===== config.mk =====
export PLATFORM = sky130hd
export DESIGN_NAME = reg_bus_arb_flat
export DESIGN_NICKNAME = d
export VERILOG_FILES = /design/src/rtl/reg_arb_pkg.sv /design/src/rtl/reg_bus_arb_if.sv /design/src/rtl/rr_pick2.sv /design/src/rtl/reg_bus_arb.sv /design/src/flat_wrapper.sv
export SDC_FILE = /design/constraint.sdc
export NUM_CORES = 1
export LEC_CHECK = 0
export ABC_AREA = 1
export CAP_MARGIN = 40
export CORE_ASPECT_RATIO = 1.25
export CORE_MARGIN = 2
export CORE_UTILIZATION = 55
export CTS_CLUSTER_DIAMETER = 50
export DETAILED_ROUTE_END_ITERATION = 7
export DONT_BUFFER_PORTS = 1
export PLACE_DENSITY_LB_ADDON = 0.25
export SETUP_SLACK_MARGIN = 0.1
export SKIP_LAST_GASP = 1
export SYNTH_ARGS = -nofsm -noshare
export SYNTH_HDL_FRONTEND = slang
export SYNTH_SLANG_ARGS = --single-unit

===== constraint.sdc =====
create_clock -name clk -period 1.19 [get_ports clk]
set_input_delay 0.1785 -clock clk [delete_from_list [all_inputs] [get_ports clk]]
set_output_delay 0.1785 -clock clk [all_outputs]
set_load 0.005 [all_outputs]

===== src/rtl/reg_arb_pkg.sv =====
// Shared types and constants for the two-master register-bus arbiter.
package reg_arb_pkg;

  typedef enum logic {
    IDLE = 1'b0,
    XFER = 1'b1
  } arb_state_e;

  localparam int unsigned M_SPI  = 0;
  localparam int unsigned M_RISC = 1;

  localparam int unsigned DEFAULT_ADDR_W   = 7;
  localparam int unsigned DEFAULT_DATA_W   = 32;
  localparam int unsigned DEFAULT_MAX_LOCK = 8;

  // Lock counter width covers MAX_LOCK up to 255.
  localparam int unsigned LOCK_W = 8;

endpackage


===== src/rtl/reg_bus_arb_if.sv =====
// Bundle of both master request channels and the shared bank port.
// The mN_lock signals exist only when REG_ARB_LOCK_EN is defined.
interface reg_bus_arb_if
  import reg_arb_pkg::*;
#(
  parameter int unsigned ADDR_W = DEFAULT_ADDR_W,
  parameter int unsigned DATA_W = DEFAULT_DATA_W
) ();

  logic              m0_req, m0_we, m0_gnt, m0_rvalid;
  logic [ADDR_W-1:0] m0_addr;
  logic [DATA_W-1:0] m0_wdat, m0_rdat;
  logic              m1_req, m1_we, m1_gnt, m1_rvalid;
  logic [ADDR_W-1:0] m1_addr;
  logic [DATA_W-1:0] m1_wdat, m1_rdat;
`ifdef REG_ARB_LOCK_EN
  logic              m0_lock, m1_lock;
`endif
  logic              s_we, s_re;
  logic [ADDR_W-1:0] s_addr;
  logic [DATA_W-1:0] s_wdat, s_rdat;

  // Requesters plus bank model side.
  modport master (
    output m0_req, m0_we, m0_addr, m0_wdat,
    output m1_req, m1_we, m1_addr, m1_wdat,
`ifdef REG_ARB_LOCK_EN
    output m0_lock, m1_lock,
`endif
    input  m0_gnt, m0_rdat, m0_rvalid, m1_gnt, m1_rdat, m1_rvalid,
    input  s_we, s_re, s_addr, s_wdat,
    output s_rdat
  );

  // Arbiter side.
  modport slave (
    input  m0_req, m0_we, m0_addr, m0_wdat,
    input  m1_req, m1_we, m1_addr, m1_wdat,
`ifdef REG_ARB_LOCK_EN
    input  m0_lock, m1_lock,
`endif
    output m0_gnt, m0_rdat, m0_rvalid, m1_gnt, m1_rdat, m1_rvalid,
    output s_we, s_re, s_addr, s_wdat,
    input  s_rdat
  );

endinterface


===== src/rtl/rr_pick2.sv =====
// Two-way round-robin picker: one-hot winner from request pair and priority pointer.
module rr_pick2 (
  input  logic [1:0] i_req,
  input  logic       i_ptr,
  output logic [1:0] o_win_c
);

  always_comb begin
    o_win_c = i_req;
    if (&i_req) o_win_c = i_ptr ? 2'b10 : 2'b01;
  end

endmodule


===== src/rtl/reg_bus_arb.sv =====
// Two-master register-bus arbiter: round-robin IDLE/XFER handshake onto a shared bank.
// Same-master back-to-back bursting is enabled by defining REG_ARB_LOCK_EN.
module reg_bus_arb
  import reg_arb_pkg::*;
#(
  parameter int unsigned ADDR_W   = DEFAULT_ADDR_W,
  parameter int unsigned DATA_W   = DEFAULT_DATA_W,
  parameter int unsigned MAX_LOCK = DEFAULT_MAX_LOCK
) (
  input logic          clk,
  input logic          reset,
  reg_bus_arb_if.slave io_bus
);

  localparam logic [LOCK_W-1:0] LOCK_LAST = LOCK_W'(MAX_LOCK - 1);

  arb_state_e        r_state;
  logic              r_ptr, r_win, r_s_we, r_s_re;
  logic [1:0]        r_gnt, r_rvalid;
  logic [LOCK_W-1:0] r_lock_cnt;
  logic [ADDR_W-1:0] r_s_addr;
  logic [DATA_W-1:0] r_s_wdat, r_rdat0, r_rdat1;

  logic [1:0]        w_req, w_pick;
  logic              w_sel, w_sel_we, w_lock_hold, w_lock_ok;
  logic [ADDR_W-1:0] w_sel_addr;
  logic [DATA_W-1:0] w_sel_wdat;

  assign w_req = {io_bus.m1_req, io_bus.m0_req};

  rr_pick2 u_pick (
    .i_req   (w_req),
    .i_ptr   (r_ptr),
    .o_win_c (w_pick)
  );

  // In IDLE the picker chooses; during a locked burst the current owner is reloaded.
  assign w_sel      = (r_state == IDLE) ? w_pick[1] : r_win;
  assign w_sel_we   = w_sel ? io_bus.m1_we   : io_bus.m0_we;
  assign w_sel_addr = w_sel ? io_bus.m1_addr : io_bus.m0_addr;
  assign w_sel_wdat = w_sel ? io_bus.m1_wdat : io_bus.m0_wdat;

`ifdef REG_ARB_LOCK_EN
  assign w_lock_hold = r_win ? (io_bus.m1_lock && io_bus.m1_req)
                             : (io_bus.m0_lock && io_bus.m0_req);
`else
  assign w_lock_hold = 1'b0;
`endif
  assign w_lock_ok = w_lock_hold && (r_lock_cnt < LOCK_LAST);

  always_ff @(posedge clk) begin
    if (reset) begin
      r_state    <= IDLE;
      r_ptr      <= 1'(M_SPI);
      r_win      <= 1'b0;
      r_lock_cnt <= '0;
      r_gnt      <= '0;
      r_rvalid   <= '0;
      r_s_we     <= 1'b0;
      r_s_re     <= 1'b0;
      r_s_addr   <= '0;
      r_s_wdat   <= '0;
      r_rdat0    <= '0;
      r_rdat1    <= '0;
    end else begin
      r_gnt    <= '0;
      r_rvalid <= '0;
      case (r_state)
        IDLE: begin
          if (|w_req) begin
            r_state  <= XFER;
            r_win    <= w_pick[1];
            r_ptr    <= ~w_pick[1];
            r_gnt    <= w_pick;
            r_s_we   <= w_sel_we;
            r_s_re   <= ~w_sel_we;
            r_s_addr <= w_sel_addr;
            r_s_wdat <= w_sel_wdat;
          end else begin
            r_s_we <= 1'b0;
            r_s_re <= 1'b0;
          end
        end
        XFER: begin
          // Bank read data is combinational on s_addr, so capture at the end of XFER.
          if (r_s_re) begin
            if (r_win) r_rdat1 <= io_bus.s_rdat;
            else       r_rdat0 <= io_bus.s_rdat;
            r_rvalid <= r_win ? 2'b10 : 2'b01;
          end
          if (w_lock_ok) begin
            r_lock_cnt <= r_lock_cnt + LOCK_W'(1);
            r_gnt      <= r_win ? 2'b10 : 2'b01;
            r_s_we     <= w_sel_we;
            r_s_re     <= ~w_sel_we;
            r_s_addr   <= w_sel_addr;
            r_s_wdat   <= w_sel_wdat;
          end else begin
            r_state    <= IDLE;
            r_lock_cnt <= '0;
            r_s_we     <= 1'b0;
            r_s_re     <= 1'b0;
          end
        end
        default: r_state <= IDLE;
      endcase
    end
  end

  assign io_bus.m0_gnt    = r_gnt[0];
  assign io_bus.m1_gnt    = r_gnt[1];
  assign io_bus.m0_rvalid = r_rvalid[0];
  assign io_bus.m1_rvalid = r_rvalid[1];
  assign io_bus.m0_rdat   = r_rdat0;
  assign io_bus.m1_rdat   = r_rdat1;
  assign io_bus.s_we      = r_s_we;
  assign io_bus.s_re      = r_s_re;
  assign io_bus.s_addr    = r_s_addr;
  assign io_bus.s_wdat    = r_s_wdat;

endmodule


===== src/flat_wrapper.sv =====
// flat-port wrapper written by rule: the top's interface ports become plain ports
module reg_bus_arb_flat import reg_arb_pkg::*;
#(
  parameter int unsigned ADDR_W   = DEFAULT_ADDR_W,
  parameter int unsigned DATA_W   = DEFAULT_DATA_W,
  parameter int unsigned MAX_LOCK = DEFAULT_MAX_LOCK
)
  (clk, reset, io_bus_m0_req, io_bus_m0_we, io_bus_m0_addr, io_bus_m0_wdat, io_bus_m1_req, io_bus_m1_we, io_bus_m1_addr, io_bus_m1_wdat, io_bus_m0_gnt, io_bus_m0_rdat, io_bus_m0_rvalid, io_bus_m1_gnt, io_bus_m1_rdat, io_bus_m1_rvalid, io_bus_s_we, io_bus_s_re, io_bus_s_addr, io_bus_s_wdat, io_bus_s_rdat);
  reg_bus_arb_if #(.ADDR_W(ADDR_W), .DATA_W(DATA_W)) io_bus_i ();
  input logic clk;
  input logic reset;
  input wire logic [$bits(io_bus_i.m0_req)-1:0] io_bus_m0_req;
  input wire logic [$bits(io_bus_i.m0_we)-1:0] io_bus_m0_we;
  input wire logic [$bits(io_bus_i.m0_addr)-1:0] io_bus_m0_addr;
  input wire logic [$bits(io_bus_i.m0_wdat)-1:0] io_bus_m0_wdat;
  input wire logic [$bits(io_bus_i.m1_req)-1:0] io_bus_m1_req;
  input wire logic [$bits(io_bus_i.m1_we)-1:0] io_bus_m1_we;
  input wire logic [$bits(io_bus_i.m1_addr)-1:0] io_bus_m1_addr;
  input wire logic [$bits(io_bus_i.m1_wdat)-1:0] io_bus_m1_wdat;
  output wire logic [$bits(io_bus_i.m0_gnt)-1:0] io_bus_m0_gnt;
  output wire logic [$bits(io_bus_i.m0_rdat)-1:0] io_bus_m0_rdat;
  output wire logic [$bits(io_bus_i.m0_rvalid)-1:0] io_bus_m0_rvalid;
  output wire logic [$bits(io_bus_i.m1_gnt)-1:0] io_bus_m1_gnt;
  output wire logic [$bits(io_bus_i.m1_rdat)-1:0] io_bus_m1_rdat;
  output wire logic [$bits(io_bus_i.m1_rvalid)-1:0] io_bus_m1_rvalid;
  output wire logic [$bits(io_bus_i.s_we)-1:0] io_bus_s_we;
  output wire logic [$bits(io_bus_i.s_re)-1:0] io_bus_s_re;
  output wire logic [$bits(io_bus_i.s_addr)-1:0] io_bus_s_addr;
  output wire logic [$bits(io_bus_i.s_wdat)-1:0] io_bus_s_wdat;
  input wire logic [$bits(io_bus_i.s_rdat)-1:0] io_bus_s_rdat;
  assign io_bus_i.m0_req = io_bus_m0_req;
  assign io_bus_i.m0_we = io_bus_m0_we;
  assign io_bus_i.m0_addr = io_bus_m0_addr;
  assign io_bus_i.m0_wdat = io_bus_m0_wdat;
  assign io_bus_i.m1_req = io_bus_m1_req;
  assign io_bus_i.m1_we = io_bus_m1_we;
  assign io_bus_i.m1_addr = io_bus_m1_addr;
  assign io_bus_i.m1_wdat = io_bus_m1_wdat;
  assign io_bus_m0_gnt = io_bus_i.m0_gnt;
  assign io_bus_m0_rdat = io_bus_i.m0_rdat;
  assign io_bus_m0_rvalid = io_bus_i.m0_rvalid;
  assign io_bus_m1_gnt = io_bus_i.m1_gnt;
  assign io_bus_m1_rdat = io_bus_i.m1_rdat;
  assign io_bus_m1_rvalid = io_bus_i.m1_rvalid;
  assign io_bus_s_we = io_bus_i.s_we;
  assign io_bus_s_re = io_bus_i.s_re;
  assign io_bus_s_addr = io_bus_i.s_addr;
  assign io_bus_s_wdat = io_bus_i.s_wdat;
  assign io_bus_i.s_rdat = io_bus_s_rdat;
  reg_bus_arb #(.ADDR_W(ADDR_W), .DATA_W(DATA_W), .MAX_LOCK(MAX_LOCK)) u_core (.clk(clk), .reset(reset), .io_bus(io_bus_i));
endmodule

Word level (Yosys, flattened, before mapping)
Index checks and enable logic that the tools add are counted.

cells by class
  eq/ne operators = 1
  muxes and demuxes = 19
  bitwise logic cells = 5
  reduce and logical (&&, ||, !) cells = 7

operators by type and width
  operator                              count
  32-bit 2-to-1 mux                     3
  7-bit 2-to-1 mux                      3
  2-bit 2-to-1 mux                      4
  1-bit case mux with 2 select lines    3
  2-bit AND reduction                   3
  3-bit AND reduction                   2
  1-bit 2-to-1 mux                      5
  1-bit NOT                             5
  2-bit case mux with 2 select lines    1
  3-bit OR reduction                    1
  2-bit != test, second input constant  1
  2-bit OR reduction                    1

word-level totals
  bits in registers = 112
  input port bits = 116
  output and inout port bits = 109

Depth between registers and ports, before layout
  depth after elaboration = 7
  gate-level depth with buffers = 9
  gate-level depth less buffers = 8

Cells and area by module
From an unflattened synthesis, not the netlist that was laid out.

unflattened totals
  cell total of the unflattened synthesis = 660
  area total of the unflattened synthesis = 4,697.0 um2

by module, submodules not included
  module       instances  cells an instance  area an instance (um2)  sequential area each (um2)
  reg_bus_arb  1          655                4,675.7                 2,242.2
  rr_pick2     1          5                  21.3                    0.0

Worst setup path before layout
No wires, ideal clock.

  path kind = register -> register
  from = register u_core.r_state
  to = register u_core.r_s_wdat[23] (netlist: u_core.io_bus.s_wdat[23])
  setup time = 0.109 ns
  arrival = 1.014 ns
  path slack = 0.067 ns
  cell stages (with the launch flop) = 10
  path buffers = 2
  cell sequence = dfxtp_1 > inv_2 > o21ai_2 > inv_2 > buf_6 > buf_6 > nor2_1 > nor2_1 > nand2_1 > inv_1

on the way
  longest elaborated chain between the ends = 4
  elaborated cells between the ends (all ways) = 7

ends and longest elaborated chain
  element                   line               source
  start: declaration        reg_bus_arb.sv:17  arb_state_e r_state;
  start signal: assignment  reg_bus_arb.sv:53  r_state <= IDLE;
  start signal: assignment  reg_bus_arb.sv:71  r_state <= XFER;
  start signal: assignment  reg_bus_arb.sv:99  r_state <= IDLE;
  1-bit 2-to-1 mux          reg_bus_arb.sv:38  assign w_sel = (r_state == IDLE) ? w_pick[1] : r_win;
  32-bit 2-to-1 mux         reg_bus_arb.sv:41  assign w_sel_wdat = w_sel ? io_bus.m1_wdat : io_bus.m0_wdat;
  32-bit 2-to-1 mux         reg_bus_arb.sv:70  if (|w_req) begin
  32-bit 2-to-1 mux         reg_bus_arb.sv:68  case (r_state)
  end signal: assignment    reg_bus_arb.sv:78  r_s_wdat <= w_sel_wdat;
  end signal: assignment    reg_bus_arb.sv:97  r_s_wdat <= w_sel_wdat;
  end: declaration          reg_bus_arb.sv:22  logic [DATA_W-1:0] r_s_wdat, r_rdat0, r_rdat1;

Several ways; a longest one is shown, not always the timed one. The select of a mux whose other input is x is not followed.
A chain may end at the register's enable or synchronous reset.

Worst setup path after layout
  from = register u_core.r_ptr
  to = register u_core.r_s_wdat[17] (netlist: u_core.io_bus.s_wdat[17])

on the way
  longest elaborated chain between the ends = 6

ends and longest elaborated chain
  element                        line               source
  start: declaration             reg_bus_arb.sv:18  logic r_ptr, r_win, r_s_we, r_s_re;
  start signal: assignment       reg_bus_arb.sv:54  r_ptr <= 1'(M_SPI);
  start signal: assignment       reg_bus_arb.sv:73  r_ptr <= ~w_pick[1];
  2-bit 2-to-1 mux (2 in a row)  rr_pick2.sv:10     if (&i_req) o_win_c = i_ptr ? 2'b10 : 2'b01;
  1-bit 2-to-1 mux               reg_bus_arb.sv:38
  32-bit 2-to-1 mux              reg_bus_arb.sv:41
  32-bit 2-to-1 mux              reg_bus_arb.sv:70
  32-bit 2-to-1 mux              reg_bus_arb.sv:68

No other way between the ends. The select of a mux whose other input is x is not followed.

==> results.tsv <==
stage	metric	value	unit
clock_network	Max Buffers Root-to-Sink	2	
floorplanning	FP Rows	37	
timing	Setup violations, final	0	
route	Post-DRT Antenna Nets	0	
floorplanning	chip width	85.6	um
clock_network	TritonCTS clock tree	done	
route	Post-Route WL	12.2	mm
hold_path	Min-Delay Path Class	in -> reg	
global_routing	GRT Total Usage	24.8	%
worst_setup_path	cells along the critical path	inv_2, nand2_4, nand3_4, nand2_8, clkbuf_16, nand2_1, nand3_1, nand2_1, inv_1	
clock_network	worst skew pair latency	0.37	ns
synth	syn_area_per_cell	7.05	um2
synth	Seq/Total Area, Yosys	49.0	%
synth	Yosys top cell area share	49.0	%
floorplanning	core footprint	0.00815	mm2
worst_setup_path	crit path capture type	flip-flop	
timing	final cycle utilization of the critical path	99.3	%
clock_network	Num Clock Sinks	112	
global_routing	antenna violations before repair	0	
timing	Final Hold Fails	39	
timing	Clock Skews	0.0122	ns
layout	Core Util, Final	68.7	%
global_routing	vias in the first global route	3815	
worst_setup_path	WP buf/inv	3	
floorplanning	Chip Height	106	um
worst_setup_path	CP Launch Type	flip-flop	
placement	gp weighted congestion	0.827	
timing	Max Freq	846	MHz
worst_setup_path	peak fanout along the critical path	8	
worst_setup_path	max incr delay on CP	0.33	ns
clock_network	Clock Tree Root	clkbuf_8	
synth	distinct cell type count after synthesis	17	
worst_setup_path	CP delay by family, top	simple AND/OR/NAND/NOR gates	
floorplanning	I/O pin count	225	
power	Pleak	2.51	nW
global_routing	global route overflow	0	
layout	ratio of cells with drive above 1 in the final layout	10.7	%
outcome	violated checks	hold timing	
synth	async set-reset flop share out of synthesis	0	%
synth	Yosys top cell by area	dfxtp_1	
layout	Seq. cell area	0.00225	mm2
layout	fillers	646	
synth	Mapped Nets	765	
synth	synthesized flop and latch total	112	
placement	dpl hpwl	7.67	mm
timing	RSZ-0062 raised after global routing	yes	
route	Vias/cell	5.39	
route	mean routed wirelength per cell	15.6	um
global_routing	first-pass GRT wire length	18.0	mm
route	via count	4216	
worst_setup_path	R2R depth	9	
outcome	outcome	finished, violations left	
worst_setup_path	crit-path most repeated cell	nand2_1	
route	First-pass DRT Iterations	6	
floorplanning	Initial Utilization	56.1	%
clock_network	Num CTS Buffers	9	
placement	DP Cell Count	721	
hold_path	Worst Hold Depth	1	
worst_setup_path	kind of critical path	reg -> reg	
synth	Synth Instances	649	
route	drt first-iter violations	188	
timing	hold_ws	-0.120	ns
layout	diode count	0	
clock_network	H-tree levels	3	
power	Cell Pwr Density	1360	mW/mm2
timing	fin. max-slew vios	0	
worst_setup_path	Critical Path Stages	9	
worst_setup_path	data arrival time of the critical path	1.45	ns
layout	Area Growth Syn to Fin	22.4	%
synth	Most used DFF post-synth	dfxtp_1	
synth	Synth area leaders	dfxtp_1 49%, nor2_1 12%, nand3_1 8.8%	
timing	Least-Margin Pin Slew	0.210	ns
synth	Synth Warn #	0	
placement	I/O Buffers	0	
floorplanning	die footprint	0.00907	mm2
timing	min cycle time layout	1.18	ns
timing	Worst slew margin	86.0	%
run	max cap viols	0	
route	residual DRC count	0	
worst_setup_path	Slowest-stage cell, CP	dfxtp_2	
clock_network	Clock transition at path regs	0.11	ns
layout	nets@finish	796	
layout	Multi-input gate area	0.00191	mm2
synth	Mapped Area	0.00457	mm2
global_routing	largest net degree at the start of global routing	50	
layout	non-filler instance count after layout	782	
worst_setup_path	Crit path required time	1.46	ns
power	Peak VDD IR	0.000936	V
synth	Post-synth EDFFs	0	
clock_network	Setup Buffers After CTS	0	
through the flow:
stage / setup TNS (ns) / setup slack (ns) / hold slack (ns) / instance area (um2) / power, mW
3_5_place_dp: 0 / 0.0125 / 0.259 / 4700 / 5.03
4_1_cts: 0 / 0.0239 / -0.139 / 5340 / 7.53
2_1_floorplan: 0 / 0.103 / 0.278 / 4570 / 4.84
6_report: 0 / 0.00863 / -0.120 / 5600 / 7.63
3_3_place_gp: 0 / 0.0214 / 0.258 / 4700 / 4.99
5_1_grt: -1.37 / -0.0651 / -0.161 / 5600 / 8.02
worst register-to-register path, delay by kind of cell, from the launching register on:
kind          cells  cell delay [ns]
simple gates      6             0.46
flops             1             0.33
buf+inv           3             0.30
cells by family (layout without fill, tap and decap cells):
logic type | Yosys count | after routing | share of synthesized area (%)
buffers and inverters | 124 | 160 | 11.6
AOI/OAI and AO/OA | 100 | 100 | 11.1
and+or+nand+nor | 313 | 313 | 28.3
DFF | 112 | 112 | 49.0
state kept, by name, indices dropped and copies added, names as in the netlist:
signal	flops
u_core.io_bus.m0_rdat	32
u_core.io_bus.m1_rdat	32
u_core.io_bus.s_wdat	32
u_core.io_bus.s_addr	7
u_core.r_gnt	2
u_core.r_rvalid	2
u_core.io_bus.s_re	1
u_core.io_bus.s_we	1
u_core.r_ptr	1
u_core.r_state	1
u_core.r_win	1
path summary, 6_finish.rpt:
path | startpoint | to | slack, ns
setup reg to reg | u_core.r_ptr | u_core.io_bus.s_wdat[17] | 0.009
hold / removal | reset | u_core.r_rvalid[1] | -0.12
hold reg to reg | u_core.io_bus.m1_rdat[21] | u_core.io_bus.m1_rdat[21] | 0.47
setup / recovery | u_core.r_ptr | u_core.io_bus.s_wdat[17] | 0.009
cells in the mapped netlist (2+ instances only):
cell / number
a21oi_1: 33
buf_1: 5
buf_2: 14
buf_4: 5
buf_6: 4
clkbuf_1: 16
dfxtp_1: 112
inv_1: 78
inv_2: 2
nand2_1: 85
nand3_1: 80
nand3b_1: 3
nor2_1: 144
o21ai_0: 64
o22ai_1: 2
routing by layer:
| layer | wire length, um | share of wire [%] | up-vias | global-route usage (%) |
|---|---|---|---|---|
| li1 | - | - | 2087 | - |
| met1 | 4520 | 37 | 1907 | 27.2 |
| met2 | 6130 | 50 | 193 | 43.2 |
| met3 | 1210 | 9.9 | 29 | 8.77 |
| met4 | 336 | 2.8 | 0 | 9.98 |
| met5 | 0 | 0 | - | 0 |
placed cells by master, fill, tap and decap left out, drive strengths merged:
cell type    netlist  final
a21oi             33     33
buf               28     21
bufinv             0      1
clkbuf            16     13
clkinv             0      2
dfxtp            112    112
dlygate4sd3        0     40
inv               80     83
nand2             85     85
nand3             81     81
nand3b             3      3
nor2             144    144
o21ai             65     65
o22ai              2      2
where the power goes:
group / internal [mW] / total, mW / switching [mW] / leakage, nW
clock: 1.06 / 2.37 / 1.31 / 0.109
combinational: 0.539 / 1.14 / 0.599 / 1.49
sequential: 3.95 / 4.12 / 0.168 / 0.917
total: 5.55 / 7.63 / 2.07 / 2.51
what timing repair did:
| item | in CTS | in global routing |
|---|---|---|
| gates cloned | 2 | 3 |
| hold endpoints to repair | 88 | 48 |
| pin swaps | 0 | 5 |
| endpoints found under the setup margin | 73 | 105 |
| hold buffers | 33 | 7 |
| resized for setup | 16 | 57 |
cell type report:
type | instances | area share, %
sequential | 112 | 40.2
multi-input combinational | 413 | 34.1
timing repair buffer | 64 | 14.3
inverter | 80 | 5.46
clock buffer | 10 | 2.46
tap | 97 | 2.17
clock inverter | 6 | 1.30
Power figures use the tool's default switching activity.
